===== src/rtl/reg32_serializer_pkg.sv =====
// Shared definitions for the register-link serializer and its receiver.
package reg32_pkg;

  // FSM state encoding: IDLE waits for a word, SHIFT streams one out.
  typedef enum logic {
    ST_IDLE  = 1'b0,
    ST_SHIFT = 1'b1
  } state_e;

  // Default word width of the register link.
  localparam int DEFAULT_WIDTH = 32;

  // Counter width for the default word width.
  localparam int CNT_W = $clog2(DEFAULT_WIDTH);

  // Counter width for an arbitrary word width; never narrower than one bit.
  function automatic int cnt_width(input int w);
    return (w < 2) ? 1 : $clog2(w);
  endfunction

endpackage


===== src/rtl/reg32_serializer_if.sv =====
// Load handshake and serial output bundle of the register-link transmitter.
interface reg32_serializer_if #(
  parameter int WIDTH = 32
);

  logic [WIDTH-1:0] din;
  logic             load_valid;
  logic             load_ready;
  logic             sout;
  logic             sout_valid;
  logic             done;

  // Producer / observer side: supplies words and watches the serial stream.
  modport master (
    output din,
    output load_valid,
    input  load_ready,
    input  sout,
    input  sout_valid,
    input  done
  );

  // Serializer side: accepts words and drives the serial stream.
  modport slave (
    input  din,
    input  load_valid,
    output load_ready,
    output sout,
    output sout_valid,
    output done
  );

endinterface


===== src/rtl/reg32_serializer_bit_counter.sv =====
// Modulo-MOD bit counter with clear-to-zero, enable and terminal count.
// Shared by the serializer and the matching deserializer.
module bit_counter #(
  parameter int MOD = 32,
  parameter int W   = (MOD < 2) ? 1 : $clog2(MOD)
) (
  input  logic         clk,
  input  logic         rst,
  input  logic         clear_i,
  input  logic         en_i,
  output logic [W-1:0] cnt_o,
  output logic         tc_o
);

  logic [W-1:0] cnt_q;
  logic [W-1:0] cnt_d;
  logic         tc;

  assign tc = (cnt_q == W'(MOD - 1));

  // Next count: clear wins, otherwise advance and wrap at the terminal count.
  always_comb begin
    cnt_d = cnt_q;
    if (clear_i) begin
      cnt_d = '0;
    end else if (en_i) begin
      cnt_d = tc ? '0 : cnt_q + W'(1);
    end
  end

  // Count register with synchronous reset.
  always_ff @(posedge clk) begin
    if (rst) begin
      cnt_q <= '0;
    end else begin
      cnt_q <= cnt_d;
    end
  end

  assign cnt_o = cnt_q;
  assign tc_o  = tc;

endmodule


===== src/rtl/reg32_serializer.sv =====
// Parallel-in / serial-out transmitter for one register word per handshake.
// The word is shifted out one bit per clock, back-to-back words run gapless.
module reg32_serializer
  import reg32_pkg::*;
#(
  parameter int WIDTH     = DEFAULT_WIDTH,
  parameter bit MSB_FIRST = 1'b1
) (
  input  logic             clk,
  input  logic             rst,
  reg32_serializer_if.slave bus
);

  localparam int CW = cnt_width(WIDTH);

  state_e           state_q;
  logic [WIDTH-1:0] shreg_q;
  logic [WIDTH-1:0] shreg_d;
  logic             valid_q;
  logic             done_q;
  logic [CW-1:0]    cnt;
  logic             tc;
  logic             last_bit;
  logic             ready;
  logic             accept;
  logic             cnt_clear;
  logic             cnt_en;

  // The last bit of a word is on the line while SHIFT sits at the terminal count.
  assign last_bit  = (state_q == ST_SHIFT) && tc;
  assign ready     = !rst && ((state_q == ST_IDLE) || last_bit);
  assign accept    = bus.load_valid && ready;
  assign cnt_en    = (state_q == ST_SHIFT);
  assign cnt_clear = accept || last_bit;

  bit_counter #(
    .MOD (WIDTH),
    .W   (CW)
  ) u_cnt (
    .clk     (clk),
    .rst     (rst),
    .clear_i (cnt_clear),
    .en_i    (cnt_en),
    .cnt_o   (cnt),
    .tc_o    (tc)
  );

  // Shift towards the output end, zero-filling so an emptied register reads 0.
  always_comb begin
    shreg_d = shreg_q;
    if (MSB_FIRST) begin
      shreg_d = {shreg_q[WIDTH-2:0], 1'b0};
    end else begin
      shreg_d = {1'b0, shreg_q[WIDTH-1:1]};
    end
  end

  // FSM plus shift register and registered valid/done outputs.
  always_ff @(posedge clk) begin
    if (rst) begin
      state_q <= ST_IDLE;
      shreg_q <= '0;
      valid_q <= 1'b0;
      done_q  <= 1'b0;
    end else begin
      done_q <= 1'b0;
      case (state_q)
        ST_IDLE: begin
          if (accept) begin
            state_q <= ST_SHIFT;
            shreg_q <= bus.din;
            valid_q <= 1'b1;
          end else begin
            valid_q <= 1'b0;
          end
        end
        ST_SHIFT: begin
          if (tc) begin
            if (accept) begin
              shreg_q <= bus.din;
              valid_q <= 1'b1;
            end else begin
              state_q <= ST_IDLE;
              shreg_q <= shreg_d;
              valid_q <= 1'b0;
            end
          end else begin
            shreg_q <= shreg_d;
            valid_q <= 1'b1;
            done_q  <= (cnt == CW'(WIDTH - 2));
          end
        end
        default: begin
          state_q <= ST_IDLE;
          valid_q <= 1'b0;
        end
      endcase
    end
  end

  assign bus.load_ready = ready;
  assign bus.sout       = MSB_FIRST ? shreg_q[WIDTH-1] : shreg_q[0];
  assign bus.sout_valid = valid_q;
  assign bus.done       = done_q;

endmodule


===== src/flat_wrapper.sv =====
// flat-port wrapper written by rule: the top's interface ports become plain ports
module reg32_serializer_flat import reg32_pkg::*;
#(
  parameter int WIDTH     = DEFAULT_WIDTH,
  parameter bit MSB_FIRST = 1'b1
)
  (clk, rst, bus_din, bus_load_valid, bus_load_ready, bus_sout, bus_sout_valid, bus_done);
  reg32_serializer_if #(.WIDTH(WIDTH)) bus_i ();
  input  logic clk;
  input  logic rst;
  input wire logic [$bits(bus_i.din)-1:0] bus_din;
  input wire logic [$bits(bus_i.load_valid)-1:0] bus_load_valid;
  output wire logic [$bits(bus_i.load_ready)-1:0] bus_load_ready;
  output wire logic [$bits(bus_i.sout)-1:0] bus_sout;
  output wire logic [$bits(bus_i.sout_valid)-1:0] bus_sout_valid;
  output wire logic [$bits(bus_i.done)-1:0] bus_done;
  assign bus_i.din = bus_din;
  assign bus_i.load_valid = bus_load_valid;
  assign bus_load_ready = bus_i.load_ready;
  assign bus_sout = bus_i.sout;
  assign bus_sout_valid = bus_i.sout_valid;
  assign bus_done = bus_i.done;
  reg32_serializer #(.WIDTH(WIDTH), .MSB_FIRST(MSB_FIRST)) u_core (.clk(clk), .rst(rst), .bus(bus_i));
endmodule

===== config.mk =====
export PLATFORM = sky130hd
export DESIGN_NAME = reg32_serializer_flat
export DESIGN_NICKNAME = d
export VERILOG_FILES = /design/src/rtl/reg32_serializer_pkg.sv /design/src/rtl/reg32_serializer_if.sv /design/src/rtl/reg32_serializer_bit_counter.sv /design/src/rtl/reg32_serializer.sv /design/src/flat_wrapper.sv
export SDC_FILE = /design/constraint.sdc
export NUM_CORES = 1
export LEC_CHECK = 0
export BUFFER_PORTS_ARGS = -buffer_cell sky130_fd_sc_hd__buf_2
export CELL_PAD_IN_SITES_DETAIL_PLACEMENT = 0
export CELL_PAD_IN_SITES_GLOBAL_PLACEMENT = 1
export CORE_MARGIN = 5
export CORE_UTILIZATION = 44
export DETAILED_ROUTE_END_ITERATION = 16
export PLACE_DENSITY_LB_ADDON = 0.1
export RECOVER_POWER = 50
export SLEW_MARGIN = 20
export SYNTH_ARGS = -nofsm -noshare
export SYNTH_HDL_FRONTEND = slang
export SYNTH_HIERARCHICAL = 1
export SYNTH_SLANG_ARGS = --single-unit

===== constraint.sdc =====
create_clock -name clk -period 2.1 [get_ports clk]
set_input_delay 0.315 -clock clk [delete_from_list [all_inputs] [get_ports clk]]
set_output_delay 0.315 -clock clk [all_outputs]
set_load 0.02 [all_outputs]

After elaboration in Yosys (flattened, before gate mapping)
Index checks and enable logic that the tools add are counted.
{"block": "word_totals", "regBits": 39, "latch_bits": 0, "ramBits": 0, "rom_bits": 0, "inputBits": 35, "out_inout_bits": 4, "elab_cells": 25, "mem_count": 0}
{"block": "op_classes", "addsub": 1, "n_mul": 0, "div": 0, "magnitude_cmp": 0, "n_eq_ne": 3, "shifts": 0, "mux": 8, "bitwise": 1, "n_reduce_logical": 8}
{"op": "32-bit two-way mux", "n": 3}
{"op": "32-bit one-hot mux with 2 select lines", "n": 1}
{"op": "5-bit equality test (second input constant)", "n": 2}
{"op": "5-bit by 1-bit adder with 5-bit output (second input constant)", "n": 1}
{"op": "5-bit two-way mux", "n": 1}
{"op": "1-bit logical AND", "n": 3}
{"op": "3-bit OR reduction", "n": 1}
{"op": "1-bit logical OR", "n": 2}
{"op": "1-bit two-way mux", "n": 2}
{"op": "2-bit by 1-bit inequality test with 1-bit output (second input constant)", "n": 1}
{"op": "1-bit one-hot mux with 2 select lines", "n": 1}
{"op": "2-bit OR reduction", "n": 1}
{"op": "1-bit logical NOT", "n": 1}
{"op": "1-bit NOT", "n": 1}

Depth between registers and ports, before layout
{"block": "depth", "ltp_word": 8, "depth_mapped": 8}

By module
The synthesis kept the hierarchy.
{"mod": "reg32_serializer", "instances": 1, "cells_each": 161, "area_per_inst_um2": 1893.1, "seq_area_each_um2": 680.7}
{"mod": "bit_counter", "instances": 1, "cells_each": 22, "area_per_inst_um2": 229.0, "seq_area_each_um2": 100.1}

Worst setup path after synthesis
No wires, ideal clock.
{"block": "synth_timing", "path_kind": "reg2reg", "from": "register u_core.u_cnt.cnt_q[0] (netlist: u_core/u_cnt/cnt_o[0])", "to": "register u_core.shreg_q[17]", "setup_ns": 0.087, "arrival_time_ns": 1.559, "path_slack_ns": 0.454, "path_stages_with_launch": 8, "n_path_buf": 2, "path_cell_list": "dfxtp_1 -> ha_1 -> and3_1 -> ha_1 -> nand2b_4 -> buf_6 -> buf_4 -> a221oi_2"}
{"block": "synth_via", "elab_chain_cells": 8}
{"item": "start, declared", "line_no": "reg32_serializer_bit_counter.sv:15", "text": "logic [W-1:0] cnt_q;"}
{"item": "start signal, assigned", "line_no": "reg32_serializer_bit_counter.sv:36", "text": "cnt_q <= cnt_d;"}
{"item": "5-bit equality test (*)", "line_no": "reg32_serializer_bit_counter.sv:19", "text": "assign tc = (cnt_q == W'(MOD - 1));"}
{"item": "via u_core.tc", "line_no": "reg32_serializer.sv:22", "text": "logic tc;"}
{"item": "1-bit logical AND", "line_no": "reg32_serializer.sv:30", "text": "assign last_bit = (state_q == ST_SHIFT) && tc;"}
{"item": "1-bit logical OR", "line_no": "reg32_serializer.sv:31", "text": "assign ready = !rst && ((state_q == ST_IDLE) || last_bit);"}
{"item": "1-bit logical AND", "line_no": "reg32_serializer.sv:31"}
{"item": "1-bit logical AND", "line_no": "reg32_serializer.sv:32", "text": "assign accept = bus.load_valid && ready;"}
{"item": "32-bit two-way mux", "line_no": "reg32_serializer.sv:79", "text": "if (accept) begin"}
{"item": "32-bit two-way mux", "line_no": "reg32_serializer.sv:78", "text": "if (tc) begin"}
{"item": "32-bit one-hot mux with 2 select lines", "line_no": "reg32_serializer.sv:67", "text": "case (state_q)"}
{"item": "end signal, assigned", "line_no": "reg32_serializer.sv:71", "text": "shreg_q <= bus.din;"}
{"item": "end signal, assigned", "line_no": "reg32_serializer.sv:80", "text": "shreg_q <= bus.din;"}
{"item": "end signal, assigned", "line_no": "reg32_serializer.sv:84", "text": "shreg_q <= shreg_d;"}
{"item": "end, declared", "line_no": "reg32_serializer.sv:17", "text": "logic [WIDTH-1:0] shreg_q;"}
The timed path passes the listed nets; every way through them passes the cells marked *.
A chain may end at the register's enable or synchronous reset.

Worst setup path in the final report
{"block": "layout_timing", "from": "register u_core.u_cnt.cnt_q[0] (netlist: u_core/u_cnt/cnt_o[0])", "to": "output bus_load_ready"}
{"block": "layout_via", "elab_chain_cells": 4}
{"item": "5-bit equality test", "line_no": "reg32_serializer_bit_counter.sv:19"}
{"item": "via u_core.tc", "line_no": "reg32_serializer.sv:22"}
{"item": "1-bit logical AND", "line_no": "reg32_serializer.sv:30"}
{"item": "1-bit logical OR", "line_no": "reg32_serializer.sv:31"}
{"item": "1-bit logical AND", "line_no": "reg32_serializer.sv:31"}
{"item": "end, declared", "line_no": "flat_wrapper.sv:13", "text": "output wire logic [$bits(bus_i.load_ready)-1:0] bus_load_ready;"}
The timed path passes the listed nets, and every way through them passes these cells.

==> results by group <==
Floorplanning
  – Die X: 79.45 um
  – Initial core utilization: 45.23%
  – IO Pins: 39
  – Die footprint: 0.006312 mm^2
  – Core Area: ~0.0047 mm^2
  – Num rows: 25
  – Die height: 79.45 um

CTS
  – PostCTS Resize Cnt: 0
  – Post-CTS Hold Fix Bufs: 0
  – Root Buffer: clkbuf_8
  – CTS sink count: 39
  – CTS tree: done
  – Clk buf depth: 2
  – Clock buffer count from CTS: 5
  – Setup Fix Bufs, Post-CTS: 0
  – CTS HTree Levels: 2
  – Clock transition at the registers of the reported paths: approximately 70 ps
  – Clk_lat worst skew: 290 ps

Power
  – Sw Ratio: 24.94%
  – Sequential power share: between 40% and 50%
  – Peak VDD IR: 368.0 uV
  – Power Density: 760.9 mW/mm^2
  – P_leak: 0.0009099 uW
  – Power Total: 1760 uW
  – NetSw: 439.0 uW
  – Clock network power share: 36.2%
  – Comb pwr share: between 10% and 20%
  – Cell Int Power: between 1000 and 1500 uW

GRT
  – Grt total ovfl: 0
  – Initial antenna violation count: 0
  – Global-route wire length before repair: 7003 um
  – Pin count of the biggest net entering global routing: 37
  – GRT Util Overall: 13.74%
  – Vias in the first global route: 1562

Layout
  – Commonest non-fill, non-tap cell in the layout: dfxtp_1
  – Post-route insts no fill: 268
  – Final core utilization: between 40% and 50%
  – Most frequent cells in the layout: dfxtp_1, buf_2, mux2i_1
  – Layout cells sized above 1: 33.64%
  – # diodes: 0
  – Synthesis-to-finish area growth: 9.021%
  – Final net count: 250
  – Filler cell count in the final layout: 471

Setup path
  – WP data arrival: ~1700 ps
  – Crit Path Category: reg -> out
  – Worst Path Max Fanout: 5
  – Endpoint class of the critical path: output pin
  – Crit start category: register
  – Critical Path RT: 1780 ps

Run status
  – Status: complete, no violations

Drt
  – Routed vias/inst: approximately 5.5
  – Final antenna-violating net count: 0
  – M1 wire length: 1912 um
  – Initial drt markers: 44
  – WL met3: approximately 170 um
  – Metal2 WL: a little over 2000 um
  – Wire length per cell: 15.50 um
  – Detailed Route WL: just over 4000 um
  – Drc violations: 0
  – TritonRoute pass-1 iters: 4
  – Max layer used: met4
  – Vias: between 1000 and 1500

Logic synthesis
  – Synth warnings: 6
  – Synth top area share: roughly 37%
  – Synth Register Bits: 39
  – Post-Syn Area per Cell: 11.60 um^2
  – Synth unique cells: 27
  – Post-synthesis sequential area ratio: 36.79%
  – Post-synth net total: 220
  – Synth top area cells: dfxtp_1, a221oi_2, mux2i_1, nor2b_1, buf_6
  – Post-synth top area cell: dfxtp_1
  – Syn Inst Count: 183
  – Post-Syn Area: 0.002122 mm^2

Timing
  – RSZ-0062 raised after global routing: no
  – WHS: ~350 ps
  – Rel. slew slack: between 60% and 70%
  – Least-Margin Pin Slew: 540.4 ps
  – Min Tclk post-route: slightly below 2000 ps
  – Final setup fails: 0
  – Final TNS setup: 0 ps
  – Fmax: 504.2 MHz
  – Slew Limit Fails: 0
  – Endpoints failing hold: 0
  – Worst clock skew: 7.637 ps
  – Period Utilization, post-route: 94.45%

Place
  – HPWL Detailed: 2770 um
  – RD Place Congestion: 0.7784
  – Number of port buffers: 38
  – Dpl cells: 260

Flow run
  – Maxcap violations: 0

Hold path
  – HP Class: in -> reg
[stage by stage]
| step | area, um^2 | setup WS, ps |
|---|---|---|
| 2_1_floorplan | 2122 | 454.0 |
| 3_3_place_gp | 2265 | 284.2 |
| 3_5_place_dp | 2265 | 207.0 |
| 4_1_cts | 2382 | 83.52 |
| 5_1_grt | 2313 | 20.21 |
| 6_report | 2313 | 116.5 |
[critical path: stages, from the launching register on]
cell     delay, ps
dfxtp_1        350
ha_1           220
and3_1         180
ha_1           230
nor2b_1        190
nor2_1          50
buf_2          160
[registers in the layout, indices dropped and copies added (netlist names)]
signal / cells
u_core/bus.sout_valid: 1
u_core/u_cnt/cnt_o: 5
u_core/bus.done: 1
u_core/shreg_q: 32
[cell usage after synthesis, drive strengths merged]
cell type,instances
mux2i,34
a211o,1
o21a,1
nand2,2
inv,1
xnor2,1
nand4,1
clkbuf,3
nor2,8
and3,1
nor3,2
nand3,1
nand4b,1
dfxtp,39
nor2b,32
xor2,2
nand2b,1
a221oi,31
nor4,1
buf,17
a22o,1
ha,2
[per-layer routing]
layer / vias up / GRT usage (%)
met4: 0 / 4.639
met1: 694 / 17.32
met2: 26 / 22.70
li1: 743 / -
met3: 7 / 3.499
met5: - / 0
[power by group through the flow]
stage / logic, uW / clock network, uW / registers, uW
6_report: 292 / 637 / 832
2_1_floorplan: 268 / 0 / 840
3_5_place_dp: 315 / 0 / 850
3_3_place_gp: 305 / 0 / 848
5_1_grt: 321 / 691 / 839
4_1_cts: 316 / 655 / 832
[area by class of cell]
cell class	instances	area (um^2)	share of cell area, %
Multi-Input combinational cell	123	1121	48.46
Sequential cell	39	780.7	33.75
Timing Repair Buffer	43	222.7	9.627
Clock buffer	6	82.58	3.569
Tap cell	54	67.56	2.920
Clock inverter	2	35.03	1.514
Inverter	1	3.754	0.1622
[final timing paths]
| kind | startpoint | endpoint | slack, ps | cells after the start |
|---|---|---|---|---|
| max | u_core/u_cnt/cnt_o[0] | bus_load_ready | 120 | 6 |
| min | bus_din[9] | u_core/shreg_q[9] | 350 | 3 |
| max reg2reg | u_core/u_cnt/cnt_o[0] | u_core/shreg_q[30] | 220 | 6 |
| min reg2reg | u_core/u_cnt/cnt_o[4] | u_core/bus.done | 490 | 2 |
[cell families (layout without fill, tap and decap cells)]
group / Yosys count / after routing / synth area share (%)
flops: 39 / 39 / 36.79
compound gates: 34 / 34 / 22.82
simple gates: 50 / 50 / 14.50
buf+inv: 21 / 52 / 7.429
mux: 34 / 34 / 16.04
xor+xnor: 3 / 3 / 1.238
fa+ha+maj: 2 / 2 / 1.179
Note: power is estimated with default switching activity, not from simulation.
